[src/rtl/miriscv_lsu_pkg.sv]
// Shared types and constants for the miriscv load/store unit.
package miriscv_lsu_pkg;

  typedef enum logic [1:0] {
    IDLE = 2'd0,
    REQ  = 2'd1,
    RSP  = 2'd2,
    DONE = 2'd3
  } lsu_state_e;

  // funct3 encodings of the memory access size
  localparam logic [2:0] MEM_B  = 3'b000;
  localparam logic [2:0] MEM_H  = 3'b001;
  localparam logic [2:0] MEM_W  = 3'b010;
  localparam logic [2:0] MEM_BU = 3'b100;
  localparam logic [2:0] MEM_HU = 3'b101;

endpackage

[src/rtl/miriscv_lsu_if.sv]
// Data-memory port of the load/store unit: req/gnt request phase, rvalid response phase.
interface miriscv_lsu_if #(
  parameter int XLEN = 32
);

  logic            data_req;
  logic            data_we;
  logic [3:0]      data_be;
  logic [XLEN-1:0] data_addr;
  logic [XLEN-1:0] data_wdata;
  logic            data_gnt;
  logic            data_rvalid;
  logic [XLEN-1:0] data_rdata;

  modport master (
    output data_req, data_we, data_be, data_addr, data_wdata,
    input  data_gnt, data_rvalid, data_rdata
  );

  modport slave (
    input  data_req, data_we, data_be, data_addr, data_wdata,
    output data_gnt, data_rvalid, data_rdata
  );

endinterface

[src/rtl/miriscv_lsu_align.sv]
// Byte-lane steering for the LSU: store byte enables and replication,
// misalignment detection, and load extraction with sign/zero extension.
module miriscv_lsu_align
  import miriscv_lsu_pkg::*;
(
  input  logic [2:0]  size,
  input  logic [1:0]  offset,
  input  logic [31:0] store_data,
  input  logic [31:0] rdata,
  output logic [3:0]  be,
  output logic [31:0] wdata,
  output logic        misaligned,
  output logic [31:0] load_data
);

  logic [31:0]        rdata_sh_b;
  logic [31:0]        rdata_sh_h;
  logic signed [7:0]  ld_byte;
  logic signed [15:0] ld_half;

  // Store side: lane enables, replicated write data and alignment check
  always_comb begin
    be         = 4'b0000;
    wdata      = '0;
    misaligned = 1'b0;
    case (size[1:0])
      2'b00: begin
        be    = 4'b0001 << offset;
        wdata = {4{store_data[7:0]}};
      end
      2'b01: begin
        be         = 4'b0011 << {offset[1], 1'b0};
        wdata      = {2{store_data[15:0]}};
        misaligned = offset[0];
      end
      default: begin
        // size[1:0]=11 is never issued by the decoder; it behaves as a word
        be         = 4'b1111;
        wdata      = store_data;
        misaligned = (offset != 2'b00);
      end
    endcase
  end

  // Load side: pick the addressed byte/half and extend it according to size[2]
  always_comb begin
    rdata_sh_b = rdata >> {offset, 3'b000};
    rdata_sh_h = rdata >> {offset[1], 4'b0000};
    ld_byte    = $signed(rdata_sh_b[7:0]);
    ld_half    = $signed(rdata_sh_h[15:0]);
    load_data  = rdata;
    case (size[1:0])
      2'b00:   load_data = size[2] ? {24'b0, ld_byte} : {{24{ld_byte[7]}}, ld_byte};
      2'b01:   load_data = size[2] ? {16'b0, ld_half} : {{16{ld_half[15]}}, ld_half};
      default: load_data = rdata;
    endcase
  end

endmodule

[src/rtl/miriscv_lsu.sv]
// Load/store unit: runs one req/gnt/rvalid memory transaction per memory
// instruction, stalls the pipeline until it finishes, and returns the
// extended load result with a one-cycle completion pulse.
module miriscv_lsu
  import miriscv_lsu_pkg::*;
#(
  parameter int XLEN = 32
) (
  input  logic            clk_i,
  input  logic            rst_i,
  input  logic            lsu_req_i,
  input  logic            lsu_we_i,
  input  logic [2:0]      lsu_size_i,
  input  logic [XLEN-1:0] lsu_addr_i,
  input  logic [XLEN-1:0] lsu_data_i,
  input  logic            lsu_kill_i,
  output logic            lsu_stall_req_o,
  output logic            lsu_valid_o,
  output logic            lsu_misaligned_o,
  output logic [XLEN-1:0] lsu_data_o,
  miriscv_lsu_if.master   mem
);

  lsu_state_e      state_q, state_d;

  logic            we_q;
  logic [2:0]      size_q;
  logic [1:0]      offset_q;
  logic [XLEN-1:0] addr_q;
  logic [3:0]      be_q;
  logic [XLEN-1:0] wdata_q;
  logic            mis_q;
  logic [XLEN-1:0] data_q;
  logic            kill_q;

  logic            start;
  logic [2:0]      al_size;
  logic [1:0]      al_offset;
  logic [3:0]      al_be;
  logic [XLEN-1:0] al_wdata;
  logic            al_mis;
  logic [XLEN-1:0] al_load;

  // In IDLE the aligner sees the live request; afterwards the latched access,
  // so the same lane logic serves both the request and the response.
  assign al_size   = (state_q == IDLE) ? lsu_size_i      : size_q;
  assign al_offset = (state_q == IDLE) ? lsu_addr_i[1:0] : offset_q;
  assign start     = (state_q == IDLE) && lsu_req_i && !lsu_kill_i;

  miriscv_lsu_align u_align (
    .size       (al_size),
    .offset     (al_offset),
    .store_data (lsu_data_i),
    .rdata      (mem.data_rdata),
    .be         (al_be),
    .wdata      (al_wdata),
    .misaligned (al_mis),
    .load_data  (al_load)
  );

  // State register
  always_ff @(posedge clk_i) begin
    if (rst_i) begin
      state_q <= IDLE;
    end else begin
      state_q <= state_d;
    end
  end

  // Next-state logic; grant takes priority over kill in REQ
  always_comb begin
    state_d = state_q;
    case (state_q)
      IDLE: begin
        if (start) begin
          state_d = al_mis ? DONE : REQ;
        end
      end
      REQ: begin
        if (mem.data_gnt) begin
          state_d = RSP;
        end else if (lsu_kill_i) begin
          state_d = IDLE;
        end
      end
      RSP: begin
        if (mem.data_rvalid) begin
          state_d = (kill_q || lsu_kill_i) ? IDLE : DONE;
        end
      end
      DONE:    state_d = IDLE;
      default: state_d = IDLE;
    endcase
  end

  // Access registers: latched at start, load result captured on the response
  always_ff @(posedge clk_i) begin
    if (rst_i) begin
      we_q     <= 1'b0;
      size_q   <= '0;
      offset_q <= '0;
      addr_q   <= '0;
      be_q     <= '0;
      wdata_q  <= '0;
      mis_q    <= 1'b0;
      data_q   <= '0;
      kill_q   <= 1'b0;
    end else begin
      if (start) begin
        we_q     <= lsu_we_i;
        size_q   <= lsu_size_i;
        offset_q <= lsu_addr_i[1:0];
        addr_q   <= {lsu_addr_i[XLEN-1:2], 2'b00};
        be_q     <= al_be;
        wdata_q  <= al_wdata;
        mis_q    <= al_mis;
        data_q   <= '0;
        kill_q   <= 1'b0;
      end
      if ((state_q == RSP) && lsu_kill_i) begin
        kill_q <= 1'b1;
      end
      if ((state_q == RSP) && mem.data_rvalid && !we_q) begin
        data_q <= al_load;
      end
    end
  end

  assign lsu_stall_req_o  = lsu_req_i && (state_q != DONE);
  assign lsu_valid_o      = (state_q == DONE);
  assign lsu_misaligned_o = (state_q == DONE) && mis_q;
  assign lsu_data_o       = (state_q == DONE) ? data_q : '0;

  assign mem.data_req   = (state_q == REQ);
  assign mem.data_we    = (state_q == REQ) && we_q;
  assign mem.data_be    = (state_q == REQ) ? be_q    : 4'b0000;
  assign mem.data_addr  = (state_q == REQ) ? addr_q  : '0;
  assign mem.data_wdata = (state_q == REQ) ? wdata_q : '0;

endmodule

[src/flat_wrapper.sv]
// flat-port wrapper written by rule: the top's interface ports become plain ports
module miriscv_lsu_flat import miriscv_lsu_pkg::*;
#(
  parameter int XLEN = 32
)
  (clk_i, rst_i, lsu_req_i, lsu_we_i, lsu_size_i, lsu_addr_i, lsu_data_i, lsu_kill_i, lsu_stall_req_o, lsu_valid_o, lsu_misaligned_o, lsu_data_o, mem_data_req, mem_data_we, mem_data_be, mem_data_addr, mem_data_wdata, mem_data_gnt, mem_data_rvalid, mem_data_rdata);
  miriscv_lsu_if #(.XLEN(XLEN)) mem_i ();
  input  logic clk_i;
  input  logic rst_i;
  input  logic lsu_req_i;
  input  logic lsu_we_i;
  input  logic [2:0] lsu_size_i;
  input  logic [XLEN-1:0] lsu_addr_i;
  input  logic [XLEN-1:0] lsu_data_i;
  input  logic lsu_kill_i;
  output logic lsu_stall_req_o;
  output logic lsu_valid_o;
  output logic lsu_misaligned_o;
  output logic [XLEN-1:0] lsu_data_o;
  output wire logic [$bits(mem_i.data_req)-1:0] mem_data_req;
  output wire logic [$bits(mem_i.data_we)-1:0] mem_data_we;
  output wire logic [$bits(mem_i.data_be)-1:0] mem_data_be;
  output wire logic [$bits(mem_i.data_addr)-1:0] mem_data_addr;
  output wire logic [$bits(mem_i.data_wdata)-1:0] mem_data_wdata;
  input wire logic [$bits(mem_i.data_gnt)-1:0] mem_data_gnt;
  input wire logic [$bits(mem_i.data_rvalid)-1:0] mem_data_rvalid;
  input wire logic [$bits(mem_i.data_rdata)-1:0] mem_data_rdata;
  assign mem_data_req = mem_i.data_req;
  assign mem_data_we = mem_i.data_we;
  assign mem_data_be = mem_i.data_be;
  assign mem_data_addr = mem_i.data_addr;
  assign mem_data_wdata = mem_i.data_wdata;
  assign mem_i.data_gnt = mem_data_gnt;
  assign mem_i.data_rvalid = mem_data_rvalid;
  assign mem_i.data_rdata = mem_data_rdata;
  miriscv_lsu #(.XLEN(XLEN)) u_core (.clk_i(clk_i), .rst_i(rst_i), .lsu_req_i(lsu_req_i), .lsu_we_i(lsu_we_i), .lsu_size_i(lsu_size_i), .lsu_addr_i(lsu_addr_i), .lsu_data_i(lsu_data_i), .lsu_kill_i(lsu_kill_i), .lsu_stall_req_o(lsu_stall_req_o), .lsu_valid_o(lsu_valid_o), .lsu_misaligned_o(lsu_misaligned_o), .lsu_data_o(lsu_data_o), .mem(mem_i));
endmodule
[config.mk]
export PLATFORM = sky130hd
export DESIGN_NAME = miriscv_lsu_flat
export DESIGN_NICKNAME = d
export VERILOG_FILES = /design/src/rtl/miriscv_lsu_pkg.sv /design/src/rtl/miriscv_lsu_if.sv /design/src/rtl/miriscv_lsu_align.sv /design/src/rtl/miriscv_lsu.sv /design/src/flat_wrapper.sv
export SDC_FILE = /design/constraint.sdc
export NUM_CORES = 1
export LEC_CHECK = 0
export CORE_MARGIN = 2
export CORE_UTILIZATION = 55
export DETAILED_ROUTE_END_ITERATION = 8
export DONT_BUFFER_PORTS = 1
export PLACE_DENSITY = 0.71
export SETUP_SLACK_MARGIN = 0.5
export SYNTH_ARGS = -nofsm -noshare
export SYNTH_HDL_FRONTEND = slang
export SYNTH_SLANG_ARGS = --single-unit
[constraint.sdc]
create_clock -name clk_i -period 3.95 [get_ports clk_i]
set_input_delay 0.9875 -clock clk_i [delete_from_list [all_inputs] [get_ports clk_i]]
set_output_delay 0.9875 -clock clk_i [all_outputs]
set_load 0.02 [all_outputs]
==> summary.md <==
| Metric | Value |
|---|---|
| Status | finished, final reports clean |
| Total grt overflow | 0 |
| Clock Skew | 0.00934 ns |
| Min Hold Slack | 0.451 ns |
| Hold-fix buffers, CTS | 0 |
| Peak supply drop | 185 µV |
| Measured slew at the worst slew-check pin | 1.07 ns |
| Synth area leader | dfxtp_1 |
| Setup violators final | 0 |
| Final setup margin | 0.833 ns |
| DRT iter0 DRCs | 344 |
| Nets@finish | 789 |
| Final hold violation count | 0 |
| Crit path max fanout | 45 |
| H-tree levels | 3 |
| Hold/Removal Path Class | reg -> reg |
| Pre-antenna DRT Iters | 5 |
| Dpl ws | 1.06 ns |
| Top Ports | 211 |
| Static Leak | 2.17 nW |
| Dpl cell area | 5560 µm² |
| Port Buf Inserts | 0 |
| First-pass GRT wire length | 24100 µm |
| CTS root buffer | clkbuf_8 |
| Initial antenna violation count | 0 |
| Post-Syn Area per Cell | 7.66 µm² |
| FFs w/ async S/R, synth | 0% |
| Number of global-route vias before repair | 4637 |
| Worst path required time | 2.96 ns |
| CTS tree | done |
| WHS Endpoint | u_core.addr_q[8]$_SDFFE_PP0P_ |
| GRT Resource Usage Total | 27.5% |
| Ys Warns | 0 |
| Max clock buf depth | 2 |
| Clk Latency, worst-skew pair | 0.38 ns |
| Cell Pwr Density | 441 nW/µm² |
| Area Overhead vs Synth | 4.10% |
| ANT cells | 0 |
| Vias/cell | 6.12 |
| Met2 Track Usage GR | 43.4% |
| CTS Buf Count | 9 |
| RSZ-0062 raised after global routing | false |
| DIE HEIGHT | 104 µm |
| R2r endpoint | u_core.data_q[1]$_SDFFE_PP0P_ |
| Setup Fix Bufs, Post-CTS | 0 |
| Placer Congestion | 0.912 |
| Reg2Reg Depth | 7 |
| Compound-Gate Fraction of Synth Area | 22.3% |
| Crit start category | flip-flop |
| Post-route DRC | 0 |
| Cell count after synthesis | 722 |
| Number of synthesized flops with an enable pin | 0 |
| Die Footprint | 10900 µm² |
| Core footprint | 9770 µm² |
| Num rows | 36 |
| Period Utilization, post-route | 78.9% |
| Worst path cell trace | inv_1 > nor2_4 > buf_4 > and2_1 |
| Area of the multi-input gates | 3130 µm² |
| Reg area | 2160 µm² |
| Layout cells sized above 1 | 7.70% |
| Post-synth top area share | 39.1% |
| Largest net degree at the start of global routing | 88 |
| Min Tclk post-route | 3.12 ns |
| Hpwl dp | 10700 µm |
| WL/cell | 18.6 µm |
| Critical path class | reg -> out |
| Final Cell Area | 5760 µm² |
| Final setup TNS | 0 ns |
| Crit-path max cell delay | 0.45 ns |
| Initial Util | 56.6% |
| Setup crit end kind | output port |
| Met3 usage | 6.14% |
| Grt met1 use | 35.6% |
| Netlist cell types | 54 |
| Simple-gate portion of the synthesized area | 30.2% |
| Final Max Tran Viols | 0 |
| Reg clk slew, reported paths | 0.10 ns |
| Synth area leaders | dfxtp_1 (39%), nand2_1 (11%), and2_1 (7.9%), a21oi_1 (5.8%), and3_1 (3.7%) |
| Die width | 104 µm |
| Post-cts repair resize count | 0 |
| Hold Path Cell Cnt | 2 |
| Multiplexer area fraction after synthesis | 3.30% |
| Crit path DAT | 2.13 ns |
| Post-synth top flop | dfxtp_1 |
| Seq/Total Area, Yosys | 39.1% |
| GRT busiest layer | met2 |
| Post-DRT Antenna Nets | 0 |
| Clk sink count | 108 |
| Max Fclk | 0.321 GHz |
| Adder-cell share of the synthesized area | 0% |
| Largest family of logic cells by synthesized area | simple AND/OR/NAND/NOR gates |
| Worst Hold Launch | u_core.addr_q[8]$_SDFFE_PP0P_ |
| Final Core Density | 58.9% |
| Rel. slew slack | 28.0% |
| Max_cap viols | 0 |
| Area share of xor/xnor cells in the synthesized design | 0% |
| Crit path max-delay cell type | nor2_4 |
| Filler Cells Inserted | 925 |
| Total number of vias | 5022 |
| Detailed-route wire length | 15300 µm |
| Synthesis-stage register bit count | 108 |
| Reg-to-reg startpoint | u_core.state_q[1]$_SDFFE_PP0P_ |
| Mapped cell area | 5530 µm² |
| Reg2Reg Setup Slack | 1.13 ns |
## where the power goes
group | internal, mW | switching [mW]
logic | 0.204 | 0.429
registers | 1.17 | 0.0448
clock network | 0.298 | 0.397
total | 1.67 | 0.871
## metrics by stage
| stage | instances | power, mW |
|---|---|---|
| detailed placement | 805 | 1.86 |
| finish | 821 | 2.54 |
| floorplan | 723 | 1.74 |
| global placement | 805 | 1.84 |
| CTS | 821 | 2.55 |
| global route | 821 | 2.67 |
## placed cells by master, fill, tap and decap left out, types with 3 or more instances in the layout
| cell | count |
|---|---|
| nor2_2 | 3 |
| a311o_1 | 8 |
| inv_1 | 4 |
| and2_1 | 70 |
| nand2b_1 | 10 |
| a32o_1 | 7 |
| clkbuf_8 | 9 |
| nor3b_1 | 3 |
| a221oi_1 | 7 |
| dfxtp_1 | 108 |
| and3_1 | 33 |
| nand2_1 | 162 |
| mux2i_1 | 15 |
| o21ai_2 | 10 |
| o21ai_0 | 34 |
| a311oi_1 | 9 |
| buf_4 | 9 |
| o21a_1 | 15 |
| nor3_1 | 5 |
| nand3_1 | 11 |
| a21oi_1 | 64 |
| a211oi_1 | 11 |
| nor2_1 | 34 |
## final cells by class
class                           count  area share, %
Inverter                            4          0.261
Tap cell                          133           2.89
Timing Repair Buffer               10           1.52
Clock buffer                        9           2.15
Clock inverter                      7           1.30
Multi-Input combinational cell    550           54.3
Sequential cell                   108           37.6
## logic make-up after synthesis
| family | after synthesis |
|---|---|
| buf+inv | 65 |
| other cells | 1 |
| simple gates | 346 |
| compound gates | 184 |
| mux | 18 |
| flops | 108 |
## synthesized netlist by cell type, types with 2 or more instances
cell type	instances
a21oi_1	64
inv_1	4
o21ai_2	10
nor3_1	5
mux2_2	2
o21ai_0	34
and2_1	70
mux2i_1	16
nand2_1	162
nor2_1	36
a211oi_1	11
o21ai_1	2
a221oi_1	7
buf_4	2
o21a_1	15
a32oi_1	2
buf_6	2
buf_2	9
dfxtp_1	108
and3_1	33
a211oi_2	2
a311oi_1	9
nand3_1	12
clkbuf_1	47
or3b_1	2
nor2_2	3
nand2b_1	10
nor2b_1	2
a32o_1	7
nor3b_1	3
a311o_1	8
## metal layers
| layer | vias to the layer above | routed length, µm |
|---|---|---|
| li1 | 2398 | - |
| met1 | 2361 | 6510 |
| met2 | 227 | 7150 |
| met3 | 36 | 1180 |
| met4 | 0 | 446 |
| met5 | - | 0 |
## flip-flops by register name, summed over array words and instances, names as in the netlist, 2 cells and up
| signal | flops |
|---|---|
| u_core.wdata_q | 32 |
| u_core.data_q | 32 |
| u_core.be_q | 4 |
| u_core.offset_q | 2 |
| u_core.state_q | 2 |
| u_core.addr_q | 30 |
| u_core.size_q | 3 |
## critical path, delay by kind of cell (launching register included)
family	cells	cell delay, ns
simple gates	2	0.79
buf+inv	2	0.58
flops	1	0.36
## worst max-delay path by stage
stage	from	end	cells past startpoint
detailed placement	lsu_addr_i[1]	u_core.data_q[1]$_SDFFE_PP0P_	5
finish	u_core.state_q[0]$_SDFFE_PP0P_	mem_data_be[2]	4
CTS	u_core.state_q[0]$_SDFFE_PP0P_	mem_data_be[2]	4
global route	u_core.state_q[0]$_SDFFE_PP0P_	mem_data_wdata[1]	4
floorplan	u_core.state_q[0]$_SDFFE_PP0P_	mem_data_addr[15]	6
global placement	lsu_addr_i[1]	u_core.data_q[4]$_SDFFE_PP0P_	5
Power figures use the tool's default switching activity.
